`src/rtl/ram_rr_arbiter.sv`:
```
// Round-robin arbiter sharing one OBI-style memory port between CPU instruction and data
// interfaces, with in-order source tracking for up to MAX_OUTSTANDING transactions.
// Optional stall counters are enabled by defining RAM_ARB_PERF_EN.
module ram_rr_arbiter #(
  parameter int unsigned SOC_ADDR_WIDTH  = 32,
  parameter int unsigned MAX_OUTSTANDING = 2
) (
  input  logic                      clk_i,
  input  logic                      rst_ni,
  input  logic [SOC_ADDR_WIDTH-1:0] cpu_instr_addr_i,
  input  logic                      cpu_instr_req_i,
  output logic                      cpu_instr_gnt_o,
  output logic                      cpu_instr_rvalid_o,
  output logic [31:0]               cpu_instr_rdata_o,
  input  logic [SOC_ADDR_WIDTH-1:0] cpu_data_addr_i,
  input  logic                      cpu_data_req_i,
  output logic                      cpu_data_gnt_o,
  output logic                      cpu_data_rvalid_o,
  output logic [31:0]               cpu_data_rdata_o,
  input  logic [3:0]                cpu_data_be_i,
  input  logic                      cpu_data_we_i,
  input  logic [31:0]               cpu_data_wdata_i,
  output logic                      soc_req_o,
  input  logic                      soc_gnt_i,
  output logic [SOC_ADDR_WIDTH-1:0] soc_addr_o,
  output logic [3:0]                soc_be_o,
  output logic                      soc_we_o,
  output logic [31:0]               soc_wdata_o,
  input  logic                      soc_rvalid_i,
  input  logic [31:0]               soc_rdata_i
`ifdef RAM_ARB_PERF_EN
  ,
  output logic [31:0]               instr_stall_cnt_o,
  output logic [31:0]               data_stall_cnt_o
`endif
);

  localparam int unsigned PTR_W = (MAX_OUTSTANDING > 1) ? $clog2(MAX_OUTSTANDING) : 1;
  localparam int unsigned CNT_W = $clog2(MAX_OUTSTANDING + 1);
  localparam logic SRC_INSTR = 1'b0;
  localparam logic SRC_DATA  = 1'b1;

  logic [MAX_OUTSTANDING-1:0] r_fifo;
  logic [PTR_W-1:0]           r_wr_ptr;
  logic [PTR_W-1:0]           r_rd_ptr;
  logic [CNT_W-1:0]           r_count;
  logic                       r_lock;
  logic                       r_lock_src;
  logic                       r_last_src;

  logic w_sel_vld;
  logic w_sel;
  logic w_sel_req;
  logic w_full;
  logic w_soc_req;
  logic w_hs;
  logic w_pop;
  logic w_head;

  function automatic logic [PTR_W-1:0] ptr_inc(input logic [PTR_W-1:0] p);
    return (p == PTR_W'(MAX_OUTSTANDING - 1)) ? '0 : p + PTR_W'(1);
  endfunction

  // Source selection: a locked (presented, ungranted) request wins, else round-robin on ties
  always_comb begin
    w_sel_vld = 1'b0;
    w_sel     = SRC_INSTR;
    if (r_lock) begin
      w_sel_vld = 1'b1;
      w_sel     = r_lock_src;
    end else if (cpu_instr_req_i && cpu_data_req_i) begin
      w_sel_vld = 1'b1;
      w_sel     = ~r_last_src;
    end else if (cpu_data_req_i) begin
      w_sel_vld = 1'b1;
      w_sel     = SRC_DATA;
    end else if (cpu_instr_req_i) begin
      w_sel_vld = 1'b1;
      w_sel     = SRC_INSTR;
    end
  end

  assign w_full    = (r_count == CNT_W'(MAX_OUTSTANDING));
  assign w_sel_req = w_sel_vld & ((w_sel == SRC_DATA) ? cpu_data_req_i : cpu_instr_req_i);
  assign w_soc_req = rst_ni & w_sel_req & ~w_full;
  assign w_hs      = w_soc_req & soc_gnt_i;
  assign w_pop     = rst_ni & soc_rvalid_i & (r_count != '0);
  assign w_head    = r_fifo[r_rd_ptr];

  // Shared-port mux, grant and response routing; everything is forced low during reset
  always_comb begin
    soc_req_o          = w_soc_req;
    soc_addr_o         = '0;
    soc_be_o           = '0;
    soc_we_o           = 1'b0;
    soc_wdata_o        = '0;
    cpu_instr_gnt_o    = w_hs & (w_sel == SRC_INSTR);
    cpu_data_gnt_o     = w_hs & (w_sel == SRC_DATA);
    cpu_instr_rvalid_o = w_pop & (w_head == SRC_INSTR);
    cpu_data_rvalid_o  = w_pop & (w_head == SRC_DATA);
    cpu_instr_rdata_o  = '0;
    cpu_data_rdata_o   = '0;
    if (rst_ni && w_sel_vld) begin
      if (w_sel == SRC_DATA) begin
        soc_addr_o  = cpu_data_addr_i;
        soc_be_o    = cpu_data_be_i;
        soc_we_o    = cpu_data_we_i;
        soc_wdata_o = cpu_data_wdata_i;
      end else begin
        soc_addr_o  = cpu_instr_addr_i;
      end
    end
    if (cpu_instr_rvalid_o) cpu_instr_rdata_o = soc_rdata_i;
    if (cpu_data_rvalid_o)  cpu_data_rdata_o  = soc_rdata_i;
  end

  // Source-ID FIFO, lock and round-robin history
  always_ff @(posedge clk_i or negedge rst_ni) begin
    if (!rst_ni) begin
      r_fifo     <= '0;
      r_wr_ptr   <= '0;
      r_rd_ptr   <= '0;
      r_count    <= '0;
      r_lock     <= 1'b0;
      r_lock_src <= SRC_INSTR;
      r_last_src <= SRC_INSTR;
    end else begin
      if (w_hs) begin
        r_fifo[r_wr_ptr] <= w_sel;
        r_wr_ptr         <= ptr_inc(r_wr_ptr);
        r_last_src       <= w_sel;
      end
      if (w_pop) r_rd_ptr <= ptr_inc(r_rd_ptr);
      case ({w_hs, w_pop})
        2'b10:   r_count <= r_count + CNT_W'(1);
        2'b01:   r_count <= r_count - CNT_W'(1);
        default: r_count <= r_count;
      endcase
      // Lock holds exactly while a presented request waits for its grant
      r_lock <= w_soc_req & ~soc_gnt_i;
      if (w_soc_req && !soc_gnt_i) r_lock_src <= w_sel;
    end
  end

`ifdef RAM_ARB_PERF_EN
  logic [31:0] r_instr_stall_cnt;
  logic [31:0] r_data_stall_cnt;

  // Saturating stall counters: request high without a grant
  always_ff @(posedge clk_i or negedge rst_ni) begin
    if (!rst_ni) begin
      r_instr_stall_cnt <= '0;
      r_data_stall_cnt  <= '0;
    end else begin
      if (cpu_instr_req_i && !cpu_instr_gnt_o && (r_instr_stall_cnt != 32'hFFFF_FFFF))
        r_instr_stall_cnt <= r_instr_stall_cnt + 32'd1;
      if (cpu_data_req_i && !cpu_data_gnt_o && (r_data_stall_cnt != 32'hFFFF_FFFF))
        r_data_stall_cnt <= r_data_stall_cnt + 32'd1;
    end
  end

  assign instr_stall_cnt_o = r_instr_stall_cnt;
  assign data_stall_cnt_o  = r_data_stall_cnt;
`else
  // Stall counters are not built in this configuration.
`endif

endmodule

```
`config.mk`:
```
export PLATFORM = sky130hd
export DESIGN_NAME = ram_rr_arbiter
export DESIGN_NICKNAME = d
export VERILOG_FILES = /design/src/rtl/ram_rr_arbiter.sv
export SDC_FILE = /design/constraint.sdc
export NUM_CORES = 1
export LEC_CHECK = 0
export BUFFER_PORTS_ARGS = -buffer_cell sky130_fd_sc_hd__buf_4
export CAP_MARGIN = 20
export CORE_AREA = 2 2 108 110
export CTS_BUF_LIST = sky130_fd_sc_hd__clkbuf_8
export CTS_CLUSTER_SIZE = 8
export DETAILED_ROUTE_END_ITERATION = 12
export DIE_AREA = 0 0 110 112
export GPL_TIMING_DRIVEN = 0
export RECOVER_POWER = 50
export SYNTH_ARGS = -nofsm -noshare
export SYNTH_HDL_FRONTEND = slang
export SYNTH_SLANG_ARGS = --single-unit
```
`constraint.sdc`:
```
create_clock -name clk_i -period 2.5 [get_ports clk_i]
set_clock_uncertainty 0.05 [all_clocks]
set_input_delay 0.125 -clock clk_i [delete_from_list [all_inputs] [get_ports clk_i]]
set_output_delay 0.125 -clock clk_i [all_outputs]
set_load 0.005 [all_outputs]
```
==> results of run 1 <==
[stage by stage]
stage	cells	setup WS (ns)
6_report	721	0.2073
5_1_grt	721	0.009276
4_1_cts	721	0.09675
3_5_place_dp	716	0.4485
3_3_place_gp	716	0.4374
2_1_floorplan	297	0.7120
[Yosys cell counts]
library cell and n:
o211a_1 1, o31ai_1 1, nand2b_1 1, mux2_4 1, mux2_2 4, xnor2_1 3, mux2i_1 1, and2_1 2
dfrtp_1 9, xor2_1 2, and3_1 37, o2111a_2 1, nand3b_1 2, nand2_2 1, buf_2 9, a22o_2 1
clkbuf_1 18, ha_1 1, a22oi_2 1, nor2_1 67, clkbuf_2 1, and2b_2 1, a31oi_1 1, nand2_1 97
a21oi_1 32, nor2b_4 1, a41oi_1 1
[per-layer routing]
layer	vias up	share of wire (%)	global-route usage, %	wire length [um]
met5	-	0	0	0
met4	0	1.2	3.291	106
met3	8	9.9	2.869	912
met2	167	52	26.75	4745
met1	1317	37	13.73	3423
li1	1530	-	-	-
[power by group through the flow]
| stage | clock (W) | combinational, W | sequential [W] |
|---|---|---|---|
| detailed placement | 0 | 0.00154 | 0.000288 |
| global route | 0.000176 | 0.00166 | 0.000299 |
| CTS | 0.000169 | 0.00155 | 0.000287 |
| global placement | 0 | 0.00152 | 0.000281 |
| floorplan | 0 | 0.000782 | 0.000269 |
| finish | 0.000161 | 0.00150 | 0.000287 |
[path summary, 6_finish.rpt]
path,end,depth (start not counted),startpoint,slack (ns)
min,r_lock,2,soc_gnt_i,0.07
max reg2reg,r_count[1],6,r_lock,0.48
min in group asynchronous,r_count[1],2,rst_ni,0.23
min reg2reg,r_last_src,1,r_last_src,0.45
max in group asynchronous,r_lock_src,2,rst_ni,2.01
max,soc_addr_o[28],4,r_lock,0.21
[kinds of logic after synthesis]
kind of cell	share of synthesized area [%]
multiplexers	4.361
buffers and inverters	7.320
XOR/XNOR	2.726
AND/OR/NAND/NOR	56.62
AO/OA/AOI/OAI	14.17
adder cells (fa/ha/maj)	0.7787
flip-flops	14.02
[sequential cells by signal, indices dropped and copies added (netlist names)]
name	count
r_count	2
r_fifo	2
r_last_src	1
r_lock	1
r_lock_src	1
r_rd_ptr	1
r_wr_ptr	1
[worst register-to-register path: cells and delay by family, from the launching register on]
kind / cells / cell delay (ns)
flops: 1 / 0.43
mux: 1 / 0.36
simple gates: 2 / 0.36
compound gates: 1 / 0.31
fa+ha+maj: 1 / 0.30
xor+xnor: 1 / 0.15
[cell type report]
type                    count  area share, %
plain buffers              28          3.001
flip-flops and latches      9          5.808
repair buffers            277          53.11
clock inverters             1        0.09681
clock buffers               3          1.065
well taps                 143          4.614
multi-input cells         260          32.30
[what timing repair did]
item	4_1_cts	5_1_grt
resized for setup	0	2
setup endpoints to repair	0	12
hold endpoints to repair	9	0
hold buffers	1	0
==> impl_metrics.toml, run 1 <==
[synth]
synthCells = 297
syn_avg_cell_area_um2 = 5.409
ys_seq_area_share_pct = 14.02
synth_warnings = 0
synth_largest_area_cell = "nand2_1"
yosysUniqueCellTypes = 27
synth-seq-cells = 9
synth_top_area_share_pct = 22.66
syn_area_um2 = 1607
synth_nets = 437
ys_top_cells_by_area = "nand2_1 (23%), nor2_1 (16%), and3_1 (14%), dfrtp_1 (14%), a21oi_1 (10%)"

[final_layout]
nets = 719
area_growth_pct = 141.4
multiInputGateArea_um2 = 1252
fill_cells = 1220
drive_above_1_share_pct = 50.17
diodes = 0
layout_common_cells = "buf_4 (223), nand2_1 (98), nor2_1 (67)"
utilization_pct = 34.70
stdcell_area_um2 = 3877
final_common_cell = "buf_4"
seqCellArea_um2 = 225.2

[pwr]
switching_power_w = 0.0009153
power_frac_comb_pct = 77.0
total_power_w = 0.001945
ir_drop_mv = 0.2656
p_per_area_nw_per_um2 = 501.6
swShare_pct = 47.07
pwr-share-seq_pct = 14.7
clock_power_share_pct = 8.3
p_int_w = 0.001029
p_leak_nw = 2.222

[detailed_routing]
vias_per_cell = 4.191
vias = 3022
post_drt_wl_per_cell_um = 12.74
route.detailed.drc = 0
first_pass_iters = 4
wl_um = 9187
drt_iter0_markers = 132
ant_nets = 0

[global_routing]
grt_overflow_total = 0
grt_pass1_wl_um = 13270
grt_max_degree = 14
antenna_found_initial = 0
grt_pass1_vias = 2880
track_usage_pct = 13.45

[timing]
period_minus_slack_ns = 2.293
fmax_ghz = 0.4362
max-slew-margin-rel_pct = 48.08
slew_viol_final = 0
worst-slew-pin-transition_ns = 0.7722
hold_violations = 0
hold_ws_ns = 0.06977
fin_crit_sh_pct = 91.71
setup_tns_ns = 0
setup_viol = 0
rsz0062_at_grt = "no"

[clock_tree]
root_buffer = "clkbuf_8"
post_cts_buffers = 0
cts_tree = "yes"
numCtsBuffers = 3
clock_latency_ns = 0.23
htreeDepth = 1
cts.sinks = 9
clk_pin_slew_ns = 0.04
ctsLongestPathBuffers = 2

[setup_path]
path_class = "flip-flop to output port"
cp_cell_sequence = "o31ai_1, clkbuf_1, a21oi_1, buf_4"
start_kind = "flip-flop"
crit_path_max_incr_delay_ns = 0.69
crit_path_max_fanout = 10
crit_slowest_cell = "o31ai_1"
crit_arrival_ns = 2.12
cp_top_family = "compound AO/OA/AOI/OAI gates"
worstSetupEndpointType = "output port"
cp_num_buf_inv = 2
crit_required_ns = 2.33

[run]
cap_violations = 0

[placed_design]
place_area_um2 = 3857
io_buffers = 276
dp_hpwl_um = 7940
gp_congestion = 0.7943

[die]
dieArea_um2 = 12320
start_util_pct = 14.38
fp.dieW_um = 110
die_h_um = 112
num_rows = 39
core_area_um2 = 11170
io_pins = 277

[status]
status = "completed"

[hold_path]
hp-class = "input port to flip-flop"
(Power assumes the default switching activity.)
==> run 2: changes to the inputs <==
Settings changed: BUFFER_PORTS_ARGS -buffer_cell sky130_fd_sc_hd__buf_4 to -buffer_cell sky130_fd_sc_hd__buf_2.
==> run 2 against run 1 <==
Net effect:
- global-route usage fell by 1.6 points
- sequential power barely moved
- largest power group unchanged
- cell count fell by 0.14%
- clock power barely moved
- critical path type unchanged
- design area fell by 18%
- non-clock buffer count fell by 1
- clock-buffer cell count did not move
==> impl_metrics.toml, run 2 (synthesis gave the netlist of run 1 again) <==
[hold_path]
worstHoldStart = "soc_gnt_i"
hold_path_end = "r_lock"
holdPathStages = 2
hp-class = "input port to flip-flop"

[die]
io_pins = 277
core_area_um2 = 11170
num_rows = 39
start_util_pct = 14.38
dieArea_um2 = 12320
fp.dieW_um = 110
die_h_um = 112

[timing]
setup_viol = 0
fmax_ghz = 0.4470
rsz0062_at_grt = "no"
slew_viol_final = 0
worst-slew-pin-transition_ns = 0.7246
max-slew-margin-rel_pct = 51.28
hold_violations = 0
setup_tns_ns = 0
period_minus_slack_ns = 2.237
fin_crit_sh_pct = 89.48

[clock_tree]
cts_tree = "yes"
clock_latency_ns = 0.23
cts.sinks = 9
clk_pin_slew_ns = 0.04
htreeDepth = 1
numCtsBuffers = 3
root_buffer = "clkbuf_8"
post_cts_buffers = 0
ctsLongestPathBuffers = 2

[placed_design]
io_buffers = 276
gp_congestion = 0.7273
dp_cells = 716
dp_hpwl_um = 6951

[global_routing]
grt_overflow_total = 0
grt_pass1_wl_um = 11700
track_usage_pct = 11.86
grt_max_degree = 14
grt_pass1_vias = 2490
antenna_found_initial = 0

[final_layout]
fin_cells = 720
drive_above_1_share_pct = 46.62
diodes = 0
layout_common_cells = "buf_2 (250), nand2_1 (98), nor2_1 (67)"
area_growth_pct = 97.43
final_common_cell = "buf_2"
nets = 718
reg_top3 = "r_count (2), r_fifo (2)"

[detailed_routing]
wl_um = 8246
post_drt_wl_per_cell_um = 11.45
ant_nets = 0
first_pass_iters = 4
route.detailed.drc = 0
vias_per_cell = 4.065
drt_iter0_markers = 81
vias = 2927

[pwr]
p_per_area_nw_per_um2 = 549.7
total_power_w = 0.001743
ir_drop_mv = 0.3000
p_leak_nw = 2.029

[setup_path]
crit_path_max_incr_delay_ns = 0.43
crit_path_max_fanout = 10
path_class = "flip-flop to output port"
crit_top_cell = "clkbuf_1"
r2r-start = "r_lock"
reg2reg_depth = 6
worstSetupEndpointType = "output port"
cp_cell_sequence = "and2b_2, a22o_2, clkbuf_2, clkbuf_1, nand2_1, a21oi_1, clkbuf_1"
reg2reg_slack_ns = 0.47
crit_slowest_cell = "dfrtp_1"
crit_arrival_ns = 2.06
start_kind = "flip-flop"
r2r-end = "r_count[1]"
crit_required_ns = 2.33

[status]
status = "completed"

[run]
cap_violations = 0
## run 2: cell count changes in the layout (fill, tap and decap cells not counted)
cell      change
buf_4       -223
clkbuf_2      +5
clkbuf_1     +20
buf_2       +244
and2_1        +2
clkbuf_4     -47
and2_0        -2
## run 2: worst max path at each step
stage	cells past startpoint	slack, ns	start	end
finish	7	0.26	r_lock	soc_addr_o[0]
global route	4	0.03	r_lock	soc_addr_o[16]
CTS	8	0.002	rst_ni	cpu_instr_rdata_o[12]
detailed placement	4	0.41	r_lock	soc_addr_o[26]
global placement	4	0.42	r_lock	soc_addr_o[26]
floorplan	6	0.71	r_lock	r_count[1]
## run 2: report_power, final
part	internal, W	switching, W
logic	0.000523	0.000773
clock network	0.000107	0.0000559
registers	0.000215	0.0000696
total	0.000845	0.000898
## run 2: critical path, delay by kind of cell, from the launching register on
kind	cells	cell delay [ns]
AO/OA/AOI/OAI	2	0.31
flip-flops	1	0.43
AND/OR/NAND/NOR	2	0.35
buffers and inverters	3	0.74
## run 2: what timing repair did
| action | 4_1_cts | 5_1_grt |
|---|---|---|
| gates resized for setup | 0 | 2 |
| hold endpoints to repair | 9 | 0 |
| hold buffers | 1 | 0 |
| endpoints found under the setup margin | 0 | 24 |
## run 2: area by class of cell
class	count	area (um^2)
tap	143	178.9
clock inverter	1	3.754
sequential	9	225.2
timing repair buffer	277	1356
clock buffer	3	41.29
buffer	27	113.9
multi-input combinational	260	1252
fill	1288	8003
## run 2: per-layer routing
layer,share of wire [%],routed length [um],GRT usage [%]
met5,0,0,0
met4,0.62,51,2.278
met3,9.5,781,1.932
met2,49,4040,21.84
met1,41,3373,14.24
## run 2: through the flow
step | setup WS (ns) | hold WS, ns | utilization [%] | instance area, um^2
global placement | 0.4240 | -0.02657 | 28.34 | 3167
finish | 0.2631 | 0.09481 | 28.38 | 3172
floorplan | 0.7120 | -0.2206 | - | 1607
global route | 0.02509 | 0.1026 | 28.38 | 3172
detailed placement | 0.4070 | -0.02616 | 28.34 | 3167
CTS | 0.002488 | 0.09733 | 28.83 | 3222
